### src/rtl/store_write_buffer_if.sv
// store_write_buffer_if
//   Bundles the store-queue lanes, the dcache write handshake and the load
//   forwarding lookup of the store write buffer.
//   slave  modport : the buffer itself
//   master modport : store queue / dcache / load path environment
//   sq_dcache_packet : NUM_SQ_DCACHE x {valid, addr, sign_size, data}, lane 0 oldest
//   dcache_accept    : per-lane accept, in-order prefix
//   wr_*             : head entry write to the dcache (valid/ready)
//   ld_addr/fwd_*    : byte-granular forwarding lookup
//   empty            : buffer holds no entries
`timescale 1ns/1ps
`ifndef NUM_SQ_DCACHE
`define NUM_SQ_DCACHE 2
`endif

interface store_write_buffer_if #(
  parameter int unsigned NUM_SQ_DCACHE = `NUM_SQ_DCACHE
);
  // sign_size = {sign, size[1:0]}; size 0 = byte, 1 = half, 2/3 = word
  typedef struct packed {
    logic        valid;
    logic [31:0] addr;
    logic [2:0]  sign_size;
    logic [31:0] data;
  } sq_dcache_packet_t;

  sq_dcache_packet_t [NUM_SQ_DCACHE-1:0] sq_dcache_packet;
  logic [NUM_SQ_DCACHE-1:0]              dcache_accept;
  logic                                  wr_valid;
  logic [31:0]                           wr_addr;
  logic [31:0]                           wr_data;
  logic [3:0]                            wr_byte_en;
  logic                                  wr_ready;
  logic [31:0]                           ld_addr;
  logic [31:0]                           fwd_data;
  logic [3:0]                            fwd_mask;
  logic                                  empty;

  modport slave (
    input  sq_dcache_packet,
    output dcache_accept,
    output wr_valid, wr_addr, wr_data, wr_byte_en,
    input  wr_ready,
    input  ld_addr,
    output fwd_data, fwd_mask,
    output empty
  );

  modport master (
    output sq_dcache_packet,
    input  dcache_accept,
    input  wr_valid, wr_addr, wr_data, wr_byte_en,
    output wr_ready,
    output ld_addr,
    input  fwd_data, fwd_mask,
    input  empty
  );
endinterface

### src/rtl/store_write_buffer.sv
// store_write_buffer
//   Post-commit store buffer between the store queue and the dcache write port.
//   Accepts up to NUM_SQ_DCACHE stores per cycle (in-order prefix), merges a
//   store into the youngest non-head entry on a word match, drains one entry
//   per cycle and offers a combinational byte-granular forwarding lookup.
//   clock : rising-edge clock
//   reset : asynchronous, active-low
//   bus   : store_write_buffer_if.slave (lanes, accept, wr_*, ld/fwd, empty)
`timescale 1ns/1ps
`ifndef NUM_SQ_DCACHE
`define NUM_SQ_DCACHE 2
`endif

module store_write_buffer #(
  parameter int unsigned NUM_SQ_DCACHE = `NUM_SQ_DCACHE,
  parameter int unsigned SWB_DEPTH     = 4
) (
  input  logic                 clock,
  input  logic                 reset,
  store_write_buffer_if.slave  bus
);
  localparam int unsigned IW = (SWB_DEPTH > 1) ? $clog2(SWB_DEPTH) : 1;
  localparam int unsigned CW = $clog2(SWB_DEPTH + 1);

  typedef logic [IW-1:0] idx_t;
  typedef logic [CW-1:0] cnt_t;

  logic [29:0] addr_q [SWB_DEPTH];
  logic [29:0] addr_d [SWB_DEPTH];
  logic [31:0] data_q [SWB_DEPTH];
  logic [31:0] data_d [SWB_DEPTH];
  logic [3:0]  be_q   [SWB_DEPTH];
  logic [3:0]  be_d   [SWB_DEPTH];
  idx_t        head_q, head_d;
  idx_t        tail_q, tail_d;
  cnt_t        count_q, count_d;

  logic [NUM_SQ_DCACHE-1:0] accept;
  logic        pop;
  logic        blocked;
  logic        y_valid;
  idx_t        y_idx;
  cnt_t        free_slots;
  cnt_t        n_alloc;
  logic [29:0] l_word;
  logic [3:0]  l_be;
  logic [31:0] l_data;
  logic [31:0] fwd_data_c;
  logic [3:0]  fwd_mask_c;
  idx_t        fwd_ptr;
  logic        unused_bits;

  function automatic idx_t wrap_inc(input idx_t i);
    return (i == idx_t'(SWB_DEPTH - 1)) ? '0 : i + idx_t'(1);
  endfunction

  // Returns {byte_en, lane-aligned data}; the sign bit plays no role here.
  function automatic logic [35:0] lane_fmt(input logic [1:0] off,
                                           input logic [1:0] size,
                                           input logic [31:0] d);
    logic [3:0]  be;
    logic [31:0] dat;
    case (size)
      2'b00: begin
        be  = 4'b0001 << off;
        dat = {24'b0, d[7:0]} << {off, 3'b000};
      end
      2'b01: begin
        be  = off[1] ? 4'b1100 : 4'b0011;
        dat = off[1] ? {d[15:0], 16'b0} : {16'b0, d[15:0]};
      end
      default: begin
        be  = 4'hF;
        dat = d;
      end
    endcase
    return {be, dat};
  endfunction

  // Lanes are walked oldest first; y_idx tracks the youngest entry including
  // ones allocated by lower lanes this cycle, so a later lane can merge into it.
  always_comb begin
    addr_d     = addr_q;
    data_d     = data_q;
    be_d       = be_q;
    head_d     = head_q;
    tail_d     = tail_q;
    accept     = '0;
    blocked    = 1'b0;
    n_alloc    = '0;
    l_word     = '0;
    l_be       = '0;
    l_data     = '0;
    pop        = (count_q != '0) && bus.wr_ready;
    free_slots = cnt_t'(SWB_DEPTH) - count_q;
    y_valid    = (count_q != '0);
    y_idx      = (tail_q == '0) ? idx_t'(SWB_DEPTH - 1) : tail_q - idx_t'(1);

    for (int unsigned i = 0; i < NUM_SQ_DCACHE; i++) begin
      l_word         = bus.sq_dcache_packet[i].addr[31:2];
      {l_be, l_data} = lane_fmt(bus.sq_dcache_packet[i].addr[1:0],
                                bus.sq_dcache_packet[i].sign_size[1:0],
                                bus.sq_dcache_packet[i].data);
      if (bus.sq_dcache_packet[i].valid && !blocked && reset) begin
        if (y_valid && (addr_d[y_idx] == l_word) && (y_idx != head_q)) begin
          for (int unsigned b = 0; b < 4; b++) begin
            if (l_be[b]) data_d[y_idx][8*b +: 8] = l_data[8*b +: 8];
          end
          be_d[y_idx] = be_d[y_idx] | l_be;
          accept[i]   = 1'b1;
        end else if (free_slots != '0) begin
          addr_d[tail_d] = l_word;
          data_d[tail_d] = l_data;
          be_d[tail_d]   = l_be;
          y_idx          = tail_d;
          y_valid        = 1'b1;
          tail_d         = wrap_inc(tail_d);
          free_slots     = free_slots - cnt_t'(1);
          n_alloc        = n_alloc + cnt_t'(1);
          accept[i]      = 1'b1;
        end else begin
          blocked = 1'b1;
        end
      end
    end

    if (pop) head_d = wrap_inc(head_q);
    count_d = count_q + n_alloc - cnt_t'(pop);
  end

  // Walk oldest to youngest so the youngest matching byte overwrites older ones.
  always_comb begin
    fwd_data_c = '0;
    fwd_mask_c = '0;
    fwd_ptr    = head_q;
    for (int unsigned k = 0; k < SWB_DEPTH; k++) begin
      if ((k < 32'(count_q)) && (addr_q[fwd_ptr] == bus.ld_addr[31:2])) begin
        for (int unsigned b = 0; b < 4; b++) begin
          if (be_q[fwd_ptr][b]) begin
            fwd_data_c[8*b +: 8] = data_q[fwd_ptr][8*b +: 8];
            fwd_mask_c[b]        = 1'b1;
          end
        end
      end
      fwd_ptr = wrap_inc(fwd_ptr);
    end
  end

  always_comb begin
    unused_bits = ^bus.ld_addr[1:0];
    for (int unsigned i = 0; i < NUM_SQ_DCACHE; i++) begin
      unused_bits = unused_bits ^ bus.sq_dcache_packet[i].sign_size[2];
    end
  end

  always_ff @(posedge clock or negedge reset) begin
    if (!reset) begin
      head_q  <= '0;
      tail_q  <= '0;
      count_q <= '0;
      for (int unsigned e = 0; e < SWB_DEPTH; e++) begin
        addr_q[e] <= '0;
        data_q[e] <= '0;
        be_q[e]   <= '0;
      end
    end else begin
      head_q  <= head_d;
      tail_q  <= tail_d;
      count_q <= count_d;
      for (int unsigned e = 0; e < SWB_DEPTH; e++) begin
        addr_q[e] <= addr_d[e];
        data_q[e] <= data_d[e];
        be_q[e]   <= be_d[e];
      end
    end
  end

  assign bus.dcache_accept = accept;
  assign bus.wr_valid      = (count_q != '0);
  assign bus.wr_addr       = {addr_q[head_q], 2'b00};
  assign bus.wr_data       = data_q[head_q];
  assign bus.wr_byte_en    = be_q[head_q];
  assign bus.fwd_data      = fwd_data_c;
  assign bus.fwd_mask      = fwd_mask_c;
  assign bus.empty         = (count_q == '0);

endmodule
### src/flat_wrapper.sv
// flat-port wrapper written by rule: the top's interface ports become plain ports
module store_write_buffer_flat 
#(
  parameter int unsigned NUM_SQ_DCACHE = `NUM_SQ_DCACHE,
  parameter int unsigned SWB_DEPTH     = 4
)
  (clock, reset, bus_sq_dcache_packet, bus_dcache_accept, bus_wr_valid, bus_wr_addr, bus_wr_data, bus_wr_byte_en, bus_wr_ready, bus_ld_addr, bus_fwd_data, bus_fwd_mask, bus_empty);
  store_write_buffer_if #(.NUM_SQ_DCACHE(NUM_SQ_DCACHE)) bus_i ();
  input  logic clock;
  input  logic reset;
  input wire logic [$bits(bus_i.sq_dcache_packet)-1:0] bus_sq_dcache_packet;
  output wire logic [$bits(bus_i.dcache_accept)-1:0] bus_dcache_accept;
  output wire logic [$bits(bus_i.wr_valid)-1:0] bus_wr_valid;
  output wire logic [$bits(bus_i.wr_addr)-1:0] bus_wr_addr;
  output wire logic [$bits(bus_i.wr_data)-1:0] bus_wr_data;
  output wire logic [$bits(bus_i.wr_byte_en)-1:0] bus_wr_byte_en;
  input wire logic [$bits(bus_i.wr_ready)-1:0] bus_wr_ready;
  input wire logic [$bits(bus_i.ld_addr)-1:0] bus_ld_addr;
  output wire logic [$bits(bus_i.fwd_data)-1:0] bus_fwd_data;
  output wire logic [$bits(bus_i.fwd_mask)-1:0] bus_fwd_mask;
  output wire logic [$bits(bus_i.empty)-1:0] bus_empty;
  assign bus_i.sq_dcache_packet = bus_sq_dcache_packet;
  assign bus_dcache_accept = bus_i.dcache_accept;
  assign bus_wr_valid = bus_i.wr_valid;
  assign bus_wr_addr = bus_i.wr_addr;
  assign bus_wr_data = bus_i.wr_data;
  assign bus_wr_byte_en = bus_i.wr_byte_en;
  assign bus_i.wr_ready = bus_wr_ready;
  assign bus_i.ld_addr = bus_ld_addr;
  assign bus_fwd_data = bus_i.fwd_data;
  assign bus_fwd_mask = bus_i.fwd_mask;
  assign bus_empty = bus_i.empty;
  store_write_buffer #(.NUM_SQ_DCACHE(NUM_SQ_DCACHE), .SWB_DEPTH(SWB_DEPTH)) u_core (.clock(clock), .reset(reset), .bus(bus_i));
endmodule
### config.mk
export PLATFORM = sky130hd
export DESIGN_NAME = store_write_buffer_flat
export DESIGN_NICKNAME = d
export VERILOG_FILES = /design/src/rtl/store_write_buffer_if.sv /design/src/rtl/store_write_buffer.sv /design/src/flat_wrapper.sv
export SDC_FILE = /design/constraint.sdc
export NUM_CORES = 2
export LEC_CHECK = 0
export CORE_ASPECT_RATIO = 2
export CORE_MARGIN = 8
export CORE_UTILIZATION = 35
export DETAILED_ROUTE_END_ITERATION = 10
export PLACE_DENSITY = 0.53
export SYNTH_ARGS = -nofsm -noshare
export SYNTH_HDL_FRONTEND = slang
export SYNTH_SLANG_ARGS = --single-unit
### constraint.sdc
create_clock -name clock -period 9 [get_ports clock]
set_clock_uncertainty 0.05 [all_clocks]
set_input_delay 1.8 -clock clock [delete_from_list [all_inputs] [get_ports clock]]
set_output_delay 1.8 -clock clock [all_outputs]
set_load 0.01 [all_outputs]
# Yosys cells after proc, flatten, opt, wreduce, memory -nomap -nowiden
# Cells that the tools add are included.
# word_totals
reg_bits	271
latchBits	0
ram_bits	0
romBits	0
in_bits	171
out_inout_bits	108
word_cells	313
memories	0
# classes
add_sub_neg	11
n_mul	0
div_mod_pow	0
order_cmp	16
eq_ne	15
n_shift	4
mux	218
bitwise_logic	10
n_reduce_logical	24
# ops
operator	count
128-bit two-way mux	26
128-bit bitwise mux	10
120-bit two-way mux	6
32-bit demux with 2-bit select	10
32-bit two-way mux	18
30-bit two-way mux	14
30-bit binary-select mux with 2-bit select	6
32-bit binary-select mux with 2-bit select	4
120-bit bitwise mux	2
30-bit == test	6
8-bit two-way mux	18
16-bit two-way mux	8
32-bit case mux with 2 select lines	2
30-bit demux with 2-bit select	2
4-bit two-way mux	22
16-bit bitwise mux	4
8-bit by 5-bit << shifter with 32-bit output	2
4-bit binary-select mux with 2-bit select	6
24-bit two-way mux	2
4-bit demux with 2-bit select	4
2-bit two-way mux	15
1-bit two-way mux	29
3-bit >= comparator (second input constant)	8
3-bit two-way mux	8
22 further kinds	66

# Logic depth before layout (Yosys ltp)
# logic_depth
ltp_word	39
mapped_depth	29
mapped_depth_nobuf	21

# Worst setup path before layout
# OpenSTA, ideal clock, no wires.
# synth_path
path_kind	input-to-output
startpoint	input bus_sq_dcache_packet[52]
endpoint	output bus_dcache_accept[1]
arrival_ns	5.464
t_required_ns	7.150
path_slack_ns	1.686
path_stages	16
n_path_buf	4
cell_sequence	a2111oi_0 > o21ai_0 > nor4_4 > a31oi_1 > buf_2 > buf_4 > mux2i_1 > a22oi_1 > a21oi_1 > nand4b_1 > or4_1 > nor4_4 > buf_4 > buf_2 > nor2_1 > nor2_1
# synth_between
elab_chain_cells	14
elab_cells_between_ends	30
classes_between	3 x eq/ne; 18 x mux; 1 x bitwise; 8 x reduce/logical
# synth_rtl
item	line	source
start: declaration	flat_wrapper.sv:11	input wire logic [$bits(bus_i.sq_dcache_packet)-1:0] bus_sq_dcache_packet;
30-bit == test	store_write_buffer.sv:105	if (y_valid && (addr_d[y_idx] == l_word) && (y_idx != head_q)) begin
1-bit logical AND (2 in series)	store_write_buffer.sv:105	
2-bit two-way mux	store_write_buffer.sv:105	
2-bit two-way mux	store_write_buffer.sv:104	if (bus.sq_dcache_packet[i].valid && !blocked && reset) begin
2-bit NOT with 3-bit output (not written as such)	store_write_buffer.sv:105	
30-bit binary-select mux with 2-bit select	store_write_buffer.sv:105	
30-bit two-way mux (not written as such) (2 in series)	store_write_buffer.sv:105	
30-bit == test	store_write_buffer.sv:105	
1-bit logical AND (2 in series)	store_write_buffer.sv:105	
1-bit two-way mux	store_write_buffer.sv:105	
1-bit two-way mux (*)	store_write_buffer.sv:104	
end: declaration	flat_wrapper.sv:12	output wire logic [$bits(bus_i.dcache_accept)-1:0] bus_dcache_accept;
# Every way passes the cells marked *; elsewhere a longest branch is shown, timed or not. The select of a mux whose other input is x is not followed.

# Worst setup path in the final report
# layout_path
startpoint	register u_core.tail_q[1]
endpoint	output bus_dcache_accept[1]
# layout_between
elab_chain_cells	20
elab_cells_between_ends	45
classes_between	1 x add/sub; 2 x order compare; 4 x eq/ne; 25 x mux; 3 x bitwise; 10 x reduce/logical
# layout_rtl
item	line	source
start: declaration	store_write_buffer.sv:35	idx_t tail_q, tail_d;
start signal: assignment	store_write_buffer.sv:168	tail_q <= tail_d;
2-bit by 1-bit subtractor with 2-bit output / 2-bit zero test (equally long branches)	store_write_buffer.sv:97	y_idx = (tail_q == '0) ? idx_t'(SWB_DEPTH - 1) : tail_q - idx_t'(1);
2-bit two-way mux	store_write_buffer.sv:97	
2-bit NOT with 3-bit output (not written as such)	store_write_buffer.sv:105	
30-bit binary-select mux with 2-bit select	store_write_buffer.sv:105	
30-bit two-way mux (not written as such) (2 in series)	store_write_buffer.sv:105	
30-bit == test	store_write_buffer.sv:105	
1-bit logical AND (2 in series)	store_write_buffer.sv:105	
2-bit two-way mux	store_write_buffer.sv:105	
2-bit two-way mux	store_write_buffer.sv:104	
2-bit NOT with 3-bit output (not written as such)	store_write_buffer.sv:105	
30-bit binary-select mux with 2-bit select	store_write_buffer.sv:105	
30-bit two-way mux (not written as such) (2 in series)	store_write_buffer.sv:105	
30-bit == test	store_write_buffer.sv:105	
1-bit logical AND (2 in series)	store_write_buffer.sv:105	
1-bit two-way mux	store_write_buffer.sv:105	
1-bit two-way mux (*)	store_write_buffer.sv:104	
# Marks and branches as above.

==> reports/results.ini <==
[route]
wl_per_cell_um = 28.2
antenna_left = 0
drt_iter0_drc = 2932
vias = 25410
drcViolationCount = 0
via_per_inst = 6.25
dr.pass1.iters = 7
wirelength_um = 115000

[timing]
finalWorstSetupSlack_ps = 185
rsz0062_at_grt = no
max_freq_mhz = 113
tns_ps = 0
slew_headroom_pct = 21.0
slew_viol_final = 0
hold_viol_final = 0
tightest_slew_ps = 1150
setup_violations = 0
min_period_over_period_pct = 97.9
period_needed_ps = 8820

[clock_network]
cts-hold-fix-buffers = 0
cts.sinks = 271
cts_tree = built
ctsHtreeMaxLevel = 1
cts-root-buf = clkbuf_16
cts.reportedPaths.clkPinSlew_ps = 70
numCtsBuffers = 30
cts_buffer_depth = 3
clock_latency_ps = 620

[place]
place_ws_ps = 249
port_buffers = 272
hpwl_um = 81700
gp_congestion = 1.00

[critical_path]
critPathCaptureType = output port
cpPeakStageDelay_ps = 620
critPathLaunchType = flop
critPathKind = reg -> out
crit_chain = inv_2 -> ha_4 -> nand2b_2 -> buf_4 -> mux4_2 -> xnor2_2 -> nand4_1 -> nor4_4 -> buf_4 -> a31o_2 -> a32o_2 -> buf_12 -> a22oi_1 -> a21oi_1 -> o22ai_1 -> or4_4 -> nor4_4 -> nor2_1 -> nor2_1 -> buf_4 -> clkdlybuf4s50_1
required_ps = 7150
crit_path_frequent_cell = buf_4
path_max_fanout = 30
crit_arrival_ps = 6970
crit_buf_inv = 6
cp_top_family = simple AND/OR/NAND/NOR gates
crit_slowest_cell = or4_4

[floorplanning]
die_y_um = 408
start_util_pct = 35.1
rows = 144
die_area_mm2 = 0.0864
ioPinCount = 279
fp.dieW_um = 212
core-area_mm2 = 0.0766

[global_route]
grt_first_pass_wirelength_um = 168000
grt_overflow = 0
track_usage_pct = 25.6
first_global_vias = 24674
grt_max_degree = 174
antenna_found_initial = 2

[pwr]
seq_power_share_pct = 18.5
pwr-share-clk_pct = 10.2
cellPowerDensity_mw_per_mm2 = 441
share_comb_of_total_power_pct = 71.3
power.total_mw = 14.2
peakVddDrop_mv = 0.481
internal_power_mw = 7.30
p_switching_mw = 6.89
p_sw_share_pct = 48.5
power_leakage_nw = 12.2

[synthesis]
avgSynthCellArea_um2 = 9.50
ys_ff_latch = 271
async_reset_ff_share_pct = 100
syn_area_mm2 = 0.0269
ys_seq_area_share_pct = 25.2
synth_edf_count = 0
syn_inst = 2829
ys_types = 62
yosysWarnings = 0
synthFlopType = dfrtp_1

[finish]
fin_util_pct = 42.0
final_nets = 3210
syn_to_final_growth_pct = 19.7
drive_gt1_share_pct = 14.0

[run]
drv_cap = 0

[status]
outcome = finished clean

[worst_hold_path]
min_path_type = reg -> reg

[cells in the mapped netlist, drive strengths merged (17+ instances only)]
master | number | area (µm²)
mux2i | 556 | 5620
a21oi | 279 | 1400
dfrtp | 271 | 6780
nor2 | 256 | 961
mux4 | 168 | 3780
clkbuf | 143 | 539
a22oi | 131 | 983
o21ai | 100 | 500
xnor2 | 95 | 832
buf | 88 | 480
nand2 | 87 | 327
inv | 83 | 312
xor2 | 59 | 517
o22ai | 58 | 363
nand3 | 54 | 270
a22o | 47 | 412
mux2 | 41 | 462
o211ai | 34 | 255
a31oi | 31 | 194
nor2b | 28 | 175
nand4 | 26 | 163
nor4 | 23 | 204
ha | 20 | 250
nand2b | 19 | 119
and3 | 17 | 106
[power by group through the flow]
stage                     Sequential, mW  Combinational, mW  Clock, mW
after floorplan                     2.28               6.91          0
after global placement              2.57               9.80          0
after detailed placement            2.60               9.90          0
after CTS                           2.59               9.98       1.46
after global routing                2.71               10.8       1.50
final                               2.63               10.1       1.44
[per-layer routing]
layer | track usage, % | vias up | share of wire, %
met5 | 0 | - | 0.011
met4 | 10.8 | 2 | 4.5
li1 | - | 11114 | -
met1 | 35.2 | 12619 | 42
met3 | 5.72 | 281 | 9.5
met2 | 38.4 | 1394 | 44
[layout make-up]
class	count	area (µm²)
clock buffer	40	860
sequential	271	6790
timing repair buffer	387	3720
inverter	83	312
clock inverter	13	225
tap	1022	1280
fill	7445	44400
multi-input combinational	2245	19000
antenna	3	7.51
[state kept, by name, summed over array words and instances (netlist names)]
| name | flops |
|---|---|
| u_core.head_q | 2 |
| u_core.data_q | 128 |
| u_core.count_q | 3 |
| u_core.be_q | 16 |
| u_core.addr_q | 120 |
| u_core.tail_q | 2 |
[through the flow]
| stage | std cells | area [µm²] | hold slack, ps |
|---|---|---|---|
| global placement | 4000 | 30900 | 529 |
| floorplan | 2830 | 26900 | 496 |
| CTS | 4053 | 32000 | 553 |
| finish | 4064 | 32200 | 567 |
| global route | 4061 | 32200 | 589 |
| detailed placement | 4000 | 30900 | 531 |
[worst min-delay path: cells and delay by family (launching register included)]
kind,cells,cell delay [ps]
AO/OA/AOI/OAI,1,80
multiplexers,1,110
flip-flops,1,380
[cells by family (layout without fill, tap and decap cells)]
kind of cell    Yosys count  in the layout  synth area share (%)
fa+ha+maj                21             21                  1.01
simple gates            567            567                  10.1
mux                     765            765                  36.7
buf+inv                 314            523                  4.95
flops                   271            271                  25.2
xor+xnor                154            154                  5.02
other cells               1              5                0.0140
compound gates          736            736                  17.0
[what timing repair did]
action,4_1_cts,5_1_grt
endpoints found under the hold margin,0,0
buffers inserted,0,8
pin swaps,1,5
resized for setup,4,9
setup endpoints to repair,1,1
[path summary, 6_finish.rpt]
path | slack, ps | depth (start not counted) | start | end
max | 180 | 21 | u_core.tail_q[1] | bus_dcache_accept[1]
min | 570 | 2 | u_core.data_q[52] | u_core.data_q[52]
max reg2reg | 920 | 24 | u_core.tail_q[1] | u_core.count_q[2]
min reg2reg | 570 | 2 | u_core.data_q[52] | u_core.data_q[52]
max in group asynchronous | 5880 | 3 | reset | u_core.data_q[14]
min in group asynchronous | 1030 | 1 | reset | u_core.addr_q[80]
[cells in the final DEF, fill, tap and decap left out, types with 19 or more instances in the layout]
cell,netlist,final
buf_4,13,104
a31oi_1,31,26
o22ai_1,58,58
nand3_1,54,53
nor2b_1,28,27
inv_1,83,81
mux2_2,39,39
nand4_1,26,26
nand2_1,87,86
xnor2_1,95,90
dfrtp_1,271,269
a22o_1,47,47
clkbuf_16,0,31
clkdlybuf4s50_1,0,271
a21oi_1,279,279
mux4_2,168,168
o21ai_0,91,91
nor4_1,19,19
nor2_1,256,251
o211ai_1,34,34
mux2i_1,545,545
xor2_1,59,59
a22oi_1,131,131
Power figures use the tool's default switching activity.
